File: src/rtl/router_inject_port_if.sv
// Injection-link bundle between the PE/switch side and the router input port.
interface router_inject_port_if;
  logic [19:0] flit_in;
  logic        vi;
  logic        co;
  logic [19:0] flit_out;
  logic        vo;
  logic [4:0]  req;
  logic        grant;
  logic        err;

  modport master (output flit_in, vi, grant, input  co, flit_out, vo, req, err);
  modport slave  (input  flit_in, vi, grant, output co, flit_out, vo, req, err);
endinterface

File: src/rtl/router_inject_port.sv
// Router local-injection input port: flit FIFO with credit return, XY route
// computation on head flits, and per-packet output request hold.
module router_inject_port #(
  parameter int DEPTH = 4,
  parameter int PTR_W = 2
) (
  input  logic                 clk,
  input  logic                 RST,
  input  logic [3:0]           position,
  router_inject_port_if.slave  bus
);
  localparam logic [0:0] IDLE  = 1'b0;
  localparam logic [0:0] ROUTE = 1'b1;
  localparam logic [PTR_W:0] FULL_CNT = (PTR_W+1)'(DEPTH);

  logic [19:0]      mem [DEPTH];
  logic [PTR_W-1:0] wr_ptr, rd_ptr;
  logic [PTR_W:0]   count;
  logic [0:0]       state;
  logic [4:0]       req_q, route;
  logic             first_q, co_q, err_q;
  logic [19:0]      front;
  logic             empty, full, vo_c, fwd, orphan, pop, push, drop, route_go, mid_head;

  assign front = mem[rd_ptr];
  assign empty = (count == '0);
  assign full  = (count == FULL_CNT);

  // type bit 18 marks head/single, bit 19 marks tail/single
  assign vo_c     = (state == ROUTE) && !empty;
  assign fwd      = vo_c && bus.grant;
  assign orphan   = (state == IDLE) && !empty && !front[18];
  assign route_go = (state == IDLE) && !empty &&  front[18];
  assign mid_head = fwd && front[18] && !first_q;
  assign pop      = fwd || orphan;
  assign push     = bus.vi && (!full || pop);
  assign drop     = bus.vi && !push;

  // XY routing, x resolved first; no wrap-around
  always_comb begin
    route = 5'b10000;
    if      (front[17:16] > position[3:2]) route = 5'b00100;
    else if (front[17:16] < position[3:2]) route = 5'b01000;
    else if (front[15:14] > position[1:0]) route = 5'b00001;
    else if (front[15:14] < position[1:0]) route = 5'b00010;
  end

  always_ff @(posedge clk) begin
    if (push) mem[wr_ptr] <= bus.flit_in;
  end

  always_ff @(posedge clk or posedge RST) begin
    if (RST) begin
      wr_ptr  <= '0;
      rd_ptr  <= '0;
      count   <= '0;
      state   <= IDLE;
      req_q   <= '0;
      first_q <= 1'b0;
      co_q    <= 1'b0;
      err_q   <= 1'b0;
    end else begin
      if (push) wr_ptr <= wr_ptr + 1'b1;
      if (pop)  rd_ptr <= rd_ptr + 1'b1;
      count <= count + {{PTR_W{1'b0}}, push} - {{PTR_W{1'b0}}, pop};
      co_q  <= pop;
      if (drop || orphan || mid_head) err_q <= 1'b1;
      case (state)
        IDLE: begin
          if (route_go) begin
            state   <= ROUTE;
            req_q   <= route;
            first_q <= 1'b1;
          end
        end
        default: begin
          if (fwd) begin
            first_q <= 1'b0;
            if (front[19]) begin
              state <= IDLE;
              req_q <= '0;
            end
          end
        end
      endcase
    end
  end

  assign bus.co       = co_q;
  assign bus.vo       = vo_c;
  assign bus.req      = req_q;
  assign bus.err      = err_q;
  assign bus.flit_out = vo_c ? front : '0;
endmodule

File: src/flat_wrapper.sv
// flat-port wrapper written by rule: the top's interface ports become plain ports
module router_inject_port_flat 
#(
  parameter int DEPTH = 4,
  parameter int PTR_W = 2
)
  (clk, RST, position, bus_flit_in, bus_vi, bus_grant, bus_co, bus_flit_out, bus_vo, bus_req, bus_err);
  router_inject_port_if bus_i ();
  input  logic clk;
  input  logic RST;
  input  logic [3:0] position;
  input wire logic [$bits(bus_i.flit_in)-1:0] bus_flit_in;
  input wire logic [$bits(bus_i.vi)-1:0] bus_vi;
  input wire logic [$bits(bus_i.grant)-1:0] bus_grant;
  output wire logic [$bits(bus_i.co)-1:0] bus_co;
  output wire logic [$bits(bus_i.flit_out)-1:0] bus_flit_out;
  output wire logic [$bits(bus_i.vo)-1:0] bus_vo;
  output wire logic [$bits(bus_i.req)-1:0] bus_req;
  output wire logic [$bits(bus_i.err)-1:0] bus_err;
  assign bus_i.flit_in = bus_flit_in;
  assign bus_i.vi = bus_vi;
  assign bus_i.grant = bus_grant;
  assign bus_co = bus_i.co;
  assign bus_flit_out = bus_i.flit_out;
  assign bus_vo = bus_i.vo;
  assign bus_req = bus_i.req;
  assign bus_err = bus_i.err;
  router_inject_port #(.DEPTH(DEPTH), .PTR_W(PTR_W)) u_core (.clk(clk), .RST(RST), .position(position), .bus(bus_i));
endmodule
File: config.mk
export PLATFORM = sky130hd
export DESIGN_NAME = router_inject_port_flat
export DESIGN_NICKNAME = d
export VERILOG_FILES = /design/src/rtl/router_inject_port_if.sv /design/src/rtl/router_inject_port.sv /design/src/flat_wrapper.sv
export SDC_FILE = /design/constraint.sdc
export NUM_CORES = 1
export LEC_CHECK = 0
export BUFFER_PORTS_ARGS = -buffer_cell sky130_fd_sc_hd__buf_2
export CAP_MARGIN = 20
export CORE_ASPECT_RATIO = 1.25
export CORE_MARGIN = 2
export CORE_UTILIZATION = 61
export CTS_CLUSTER_SIZE = 40
export DETAILED_ROUTE_END_ITERATION = 7
export PLACE_DENSITY = 0.84
export SETUP_SLACK_MARGIN = 0.15
export SLEW_MARGIN = 10
export SYNTH_ARGS = -nofsm -noshare
export SYNTH_HDL_FRONTEND = slang
export SYNTH_SLANG_ARGS = --single-unit
File: constraint.sdc
create_clock -name clk -period 7.05 [get_ports clk]
set_input_delay 0.705 -clock clk [delete_from_list [all_inputs] [get_ports clk]]
set_output_delay 0.705 -clock clk [all_outputs]
set_load 0.02 [all_outputs]
==> results of run 1 <==
sequential cells by signal, indices dropped and copies added, names as in the netlist:
| signal | flops |
|---|---|
| u_core.state | 1 |
| u_core.bus.req | 5 |
| u_core.rd_ptr | 2 |
| u_core.first_q | 1 |
| u_core.mem | 80 |
| u_core.bus.err | 1 |
| u_core.wr_ptr | 2 |
| u_core.bus.co | 1 |
| u_core.count | 3 |
per-stage QoR:
stage | util, % | instance area (µm²)
after floorplan | - | 3950
after global placement | 69.3 | 4300
after detailed placement | 69.3 | 4300
after CTS | 72.3 | 4480
after global routing | 72.3 | 4480
final | 72.3 | 4480
cell usage in the layout (no fill, tap or decap), drive strengths merged:
master   instances
nand2            6
dfrtp           16
or3              1
nand4            1
and2             5
nor3             2
fa               1
xnor2            4
xor2             1
clkbuf          10
nor2b            2
a21oi            5
o2111ai          1
buf             56
nand3            1
nor3b            2
a21o             1
nor2             4
clkinv           5
a211oi           2
edfxtp          80
a31oi            1
mux2             6
inv             17
o21ai            2
mux4            20
and3            18
ha              10
a21boi           2
power groups by stage:
stage	registers, mW	logic [mW]	clock network, mW
3_3_place_gp	0.845	0.752	0
2_1_floorplan	0.814	0.591	0
4_1_cts	0.842	0.774	0.326
5_1_grt	0.858	0.838	0.348
6_report	0.841	0.761	0.319
3_5_place_dp	0.855	0.771	0
cells by family after synthesis:
family          count (synthesis)
simple gates                   42
mux                            26
compound gates                 14
flops                          96
fa+ha+maj                      11
xor+xnor                        5
buf+inv                        25
routing by layer:
metal	up-vias	share of wire [%]	global-route usage [%]
li1	964	-	-
met1	996	41	24.8
met2	53	52	34.1
met3	13	4.7	4.13
met4	0	2.0	8.64
met5	-	0	0
area by class of cell:
type | count | area [µm²] | share of cell area (%)
Sequential cell | 96 | 2800 | 62.5
Multi-Input combinational cell | 98 | 1050 | 23.4
Timing Repair Buffer | 56 | 283 | 6.31
Clock buffer | 10 | 138 | 3.07
Tap cell | 85 | 106 | 2.37
Inverter | 16 | 60.1 | 1.34
Clock inverter | 6 | 43.8 | 0.977
worst min path at each step:
| stage | startpoint | to | slack, ns |
|---|---|---|---|
| finish | RST | u_core.bus.req[2]$_DFFE_PP0P_ | 0.42 |
| CTS | RST | u_core.bus.req[4]$_DFFE_PP0P_ | 0.42 |
| global route | RST | u_core.count[0]$_DFF_PP0_ | 0.46 |
| detailed placement | u_core.bus.err$_DFFE_PP0P_ | u_core.bus.err$_DFFE_PP0P_ | 0.47 |
| floorplan | u_core.count[2]$_DFF_PP0_ | u_core.count[2]$_DFF_PP0_ | 0.47 |
| global placement | u_core.bus.err$_DFFE_PP0P_ | u_core.bus.err$_DFFE_PP0P_ | 0.46 |
critical path, stage by stage (launching register included):
cell,delay [ns]
dfrtp_1,0.95
mux4_2,0.48
a21o_1,0.23
a21boi_4,0.25
and2_1,0.85
==> impl_metrics.env, run 1 <==
export IMPL_ys_types=33
export IMPL_whs_ns=0.416
export IMPL_hold_viol_final=0
export IMPL_setup_slack_ns=3.89
export IMPL_layout_min_cycle_time_ns=3.16
export IMPL_place_detailed_hpwl_mm=4.23
export IMPL_fin_nets=316
export IMPL_netlist_area_leader_share_pct=60.8
export IMPL_arrival_ns=3.12
export IMPL_yosys_warnings=0
export IMPL_endpoint_kind="register"
export IMPL_leakage_nw=1.77
export IMPL_synth_simple_gate_area_share_pct=5.98
export IMPL_cp_start_kind="register"
export IMPL_path_clk_slew_ns=0.10
export IMPL_tightest_slew_ns=1.02
export IMPL_setup_violations=0
export IMPL_cp_max_fo=21
export IMPL_first_iter_violations=85
export IMPL_grtUsageTotal_pct=19.8
export IMPL_overflow=0
export IMPL_finalWeightedCongestion=0.753
export IMPL_setup_tns_ns=0
export IMPL_r2r_end="u_core.mem[0][14]$_DFFE_PP_"
export IMPL_synthMuxAreaShare_pct=13.1
export IMPL_finClkSkew_ns=0.0131
export IMPL_antenna_left=0
export IMPL_cts_tree="built"
export IMPL_clkPwrFrac_pct=16.6
export IMPL_intPower_mw=1.23
export IMPL_max_freq_mhz=317
export IMPL_start_util_pct=63.7
export IMPL_hp_class="primary input to asynchronous set/reset pin"
export IMPL_yosysMostFrequentCell="edfxtp_1"
export IMPL_synth_net_count=258
export IMPL_worstPathRequired_ns=7.02
export IMPL_synthXorXnorAreaFrac_pct=1.11
export IMPL_cts_buffers=9
export IMPL_p_total_mw=1.92
export IMPL_clock_latency_ns=0.35
export IMPL_wirelength_mm=6.36
export IMPL_power_frac_comb_pct=39.6
export IMPL_syn_to_final_growth_pct=13.5
export IMPL_dieArea_um2=7140
export IMPL_rsz0062_at_grt="no"
export IMPL_grt_pass1_vias=2167
export IMPL_remaining_drc_errors=0
export IMPL_cts_sink_count=96
export IMPL_drt_pass1_iter_count=4
export IMPL_cts_root_buf="clkbuf_8"
export IMPL_grt_max_degree=28
export IMPL_ios=56
export IMPL_finalMaxSlewViolations=0
export IMPL_post_synth_cell_area_avg_um2=18.0
export IMPL_portBuffers=55
export IMPL_synth_common_cells="edfxtp_1 (80), mux4_2 (20), and3_1 (18), dfrtp_1 (16), inv_1 (16)"
export IMPL_wl_per_cell_um=17.3
export IMPL_die_w_um=76.0
export IMPL_drive_gt1_share_pct=35.1
export IMPL_power_switching_mw=0.692
export IMPL_cts_setup_buffers=0
export IMPL_grt_pass1_wl_mm=10.6
export IMPL_ys_seq_elements=96
export IMPL_fillers=385
export IMPL_power_density_nw_per_um2=428
export IMPL_path_class="register to register"
export IMPL_pwr_share_seq_pct=43.8
export IMPL_hold_buffers=0
export IMPL_ys_seq_area_share_pct=70.9
export IMPL_detailedPlace_worstSlack_ns=3.84
export IMPL_synth_top_family_by_area="multiplexers"
export IMPL_switching_share_pct=36.0
export IMPL_maxCapViolCount=0
export IMPL_r2r_cells=4
export IMPL_n_antenna_cell=0
export IMPL_relSlewSlack_pct=31.9
export IMPL_die_y_um=94.0
export IMPL_synth_edf_count=80
export IMPL_synthCells=219
export IMPL_period_share_pct=44.8
export IMPL_crit_path_end="u_core.mem[0][14]$_DFFE_PP_"
export IMPL_ir_worst_vdd_uv=241
export IMPL_ys_flop_type="edfxtp_1"
export IMPL_worstReg2RegStart="u_core.rd_ptr[1]$_DFFE_PP0N_"
export IMPL_vias=2026
export IMPL_yosys_top_cells_area="edfxtp_1 (61%), mux4_2 (11%), dfrtp_1 (10%), ha_1 (3.2%), and3_1 (2.8%)"
export IMPL_async_flop_share_pct=16.7
export IMPL_synth_area_um2=3950
export IMPL_final_cell_count_no_fill=367
export IMPL_status="completed"
export IMPL_post_cts_resized=0
export IMPL_yosysTopAreaCell="edfxtp_1"
export IMPL_clockBufferDepth=2
export IMPL_crit_start="u_core.rd_ptr[1]$_DFFE_PP0N_"
export IMPL_antenna_found_initial=0
export IMPL_post_place_cells=351
export IMPL_fp_row_count=32
export IMPL_via_per_inst=5.52
export IMPL_synth_fa_ha_area_share_pct=3.67
export IMPL_regToRegSetupSlack_ns=3.89
export IMPL_coreArea_um2=6210
export IMPL_cts_htree_levels=3
export IMPL_synth_compound_area_share_pct=2.72
Note: power is estimated with default switching activity, not from simulation.
==> inputs of run 2 (changes only) <==
--- a/config.mk
+++ b/config.mk
@@ -9,10 +9,10 @@
 export CAP_MARGIN = 20
 export CORE_ASPECT_RATIO = 1.25
 export CORE_MARGIN = 2
-export CORE_UTILIZATION = 61
+export CORE_UTILIZATION = 51
 export CTS_CLUSTER_SIZE = 40
 export DETAILED_ROUTE_END_ITERATION = 7
-export PLACE_DENSITY = 0.84
+export PLACE_DENSITY = 0.75
 export SETUP_SLACK_MARGIN = 0.15
 export SLEW_MARGIN = 10
 export SYNTH_ARGS = -nofsm -noshare
==> constraint.sdc (replaced) <==
create_clock -name clk -period 2.9 [get_ports clk]
set_input_delay 0.29 -clock clk [delete_from_list [all_inputs] [get_ports clk]]
set_output_delay 0.29 -clock clk [all_outputs]
set_load 0.02 [all_outputs]
==> impl_metrics.env, run 2 (same netlist as run 1, synthesis figures left out) <==
export IMPL_n_antenna_cell=0
export IMPL_path_clk_slew_ns=0.09
export IMPL_rsz0062_at_grt="no"
export IMPL_die_w_um=82.7
export IMPL_finalWeightedCongestion=0.747
export IMPL_grtUsageTotal_pct=17.8
export IMPL_max_freq_mhz=388
export IMPL_wirelength_mm=6.81
export IMPL_largest_reg_flops=80
export IMPL_endpoint_kind="register"
export IMPL_layout_common_cells="edfxtp_1 (80), buf_2 (55), mux4_2 (20), and3_1 (18)"
export IMPL_status="completed"
export IMPL_wl_per_cell_um=17.7
export IMPL_setup_violations=0
export IMPL_clock_latency_ns=0.35
export IMPL_path_class="register to register"
export IMPL_hp_class="primary input to asynchronous set/reset pin"
export IMPL_overflow=0
export IMPL_switching_share_pct=34.9
export IMPL_cts_buffers=9
export IMPL_coreArea_um2=7440
export IMPL_grt_busiest_layer="met2"
export IMPL_start_util_pct=53.1
export IMPL_cp_max_fo=6
export IMPL_hold_viol_final=0
export IMPL_fillers=574
export IMPL_postLayoutCellArea_um2=4610
export IMPL_met2_usage_pct=30.8
export IMPL_place_area_um2=4390
export IMPL_portBuffers=55
export IMPL_die_y_um=102
export IMPL_final_common_cell="edfxtp_1"
export IMPL_ios=56
export IMPL_antenna_left=0
export IMPL_met1_usage_pct=20.6
export IMPL_finClkSkew_ns=0.00852
export IMPL_drt_pass1_iter_count=4
export IMPL_whs_ns=0.0113
export IMPL_first_iter_violations=154
export IMPL_worstPathRequired_ns=3.18
export IMPL_dieArea_um2=8470
export IMPL_setup_slack_ns=0.324
export IMPL_cts_sink_count=96
export IMPL_finalMaxSlewViolations=0
export IMPL_tightest_slew_ns=0.657
export IMPL_remaining_drc_errors=0
export IMPL_syn_to_final_growth_pct=16.7
export IMPL_cp_start_kind="register"
export IMPL_grt_pass1_wl_mm=10.6
export IMPL_power_switching_mw=1.71
export IMPL_power_density_nw_per_um2=1060
export IMPL_grt_max_degree=22
export IMPL_intPower_mw=3.19
export IMPL_antenna_found_initial=1
export IMPL_drive_gt1_share_pct=37.7
export IMPL_via_per_inst=5.46
export IMPL_setup_tns_ns=0
export IMPL_cts_setup_buffers=0
export IMPL_detailedPlace_worstSlack_ns=0.266
export IMPL_fin_nets=327
export IMPL_cts_htree_levels=3
export IMPL_top_register="u_core.mem"
export IMPL_ir_worst_vdd_uv=553
export IMPL_clkPwrFrac_pct=18.5
export IMPL_grt_pass1_vias=2167
export IMPL_power_frac_comb_pct=41.4
export IMPL_fp_row_count=35
export IMPL_vias=2097
export IMPL_relSlewSlack_pct=56.1
export IMPL_cts_root_buf="clkbuf_8"
export IMPL_place_detailed_hpwl_mm=4.61
export IMPL_arrival_ns=2.86
export IMPL_clockBufferDepth=2
export IMPL_maxCapViolCount=0
export IMPL_pwr_share_seq_pct=40.1
export IMPL_period_share_pct=88.8
export IMPL_cts_tree="built"
export IMPL_met3_usage_pct=4.77
export IMPL_layout_min_cycle_time_ns=2.58
export IMPL_leakage_nw=1.84
## run 2: critical path, cell delays in order (launching register included)
cell and delay, ns:
dfrtp_1 0.37, mux4_2 0.59, a211oi_4 0.34, ha_1 0.28
inv_1 0.06, ha_1 0.13, inv_1 0.05, fa_1 0.37
xnor2_1 0.18, xnor2_1 0.13
## run 2: layout make-up
cell class	instances	area, µm²	area share, %
multi-input cells	98	1060	23.0
clock inverters	6	85.1	1.85
well taps	92	115	2.50
clock buffers	9	124	2.69
flip-flops and latches	96	2800	60.8
repair buffers	67	365	7.92
inverters	16	60.1	1.30
## run 2: final timing paths
check / from / endpoint / slack, ns / cells past startpoint
max: u_core.rd_ptr[0]$_DFFE_PP0N_ / u_core.count[2]$_DFF_PP0_ / 0.32 / 9
min: RST / u_core.first_q$_DFFE_PP0P_ / 0.01 / 2
max reg2reg: u_core.rd_ptr[0]$_DFFE_PP0N_ / u_core.count[2]$_DFF_PP0_ / 0.32 / 9
min reg2reg: u_core.bus.err$_DFFE_PP0P_ / u_core.bus.err$_DFFE_PP0P_ / 0.51 / 2
max in group asynchronous: RST / u_core.bus.req[2]$_DFFE_PP0P_ / 2.46 / 2
min in group clk: bus_flit_in[9] / u_core.mem[1][9]$_DFFE_PP_ / 0.14 / 1
## run 2: metrics by stage
stage               instances  power, mW  utilization (%)
detailed placement        369       4.04             59.0
finish                    384       4.90             61.9
CTS                       384       4.95             61.8
floorplan                 219       3.42                -
global route              384       5.20             61.9
global placement          369       3.99             59.0
## run 2: power groups by stage
stage                     logic, mW  clock network, mW  registers (mW)
after floorplan                1.44                  0            1.98
after global placement         2.01                  0            1.97
after detailed placement       2.04                  0            2.00
after CTS                      2.05              0.932            1.97
after global routing           2.23              0.975            1.99
final                          2.03              0.907            1.96
## run 2: what timing repair did
action	CTS	global route
endpoints found under the setup margin	0	1
gates resized for setup	0	1
hold buffers	0	0
## run 2: per-layer routing
layer  routed length [µm]  vias up
met1                 2770     1053
met2                 3600       52
met4                  153        2
met5                   11        -
li1                     -      976
met3                  284       14
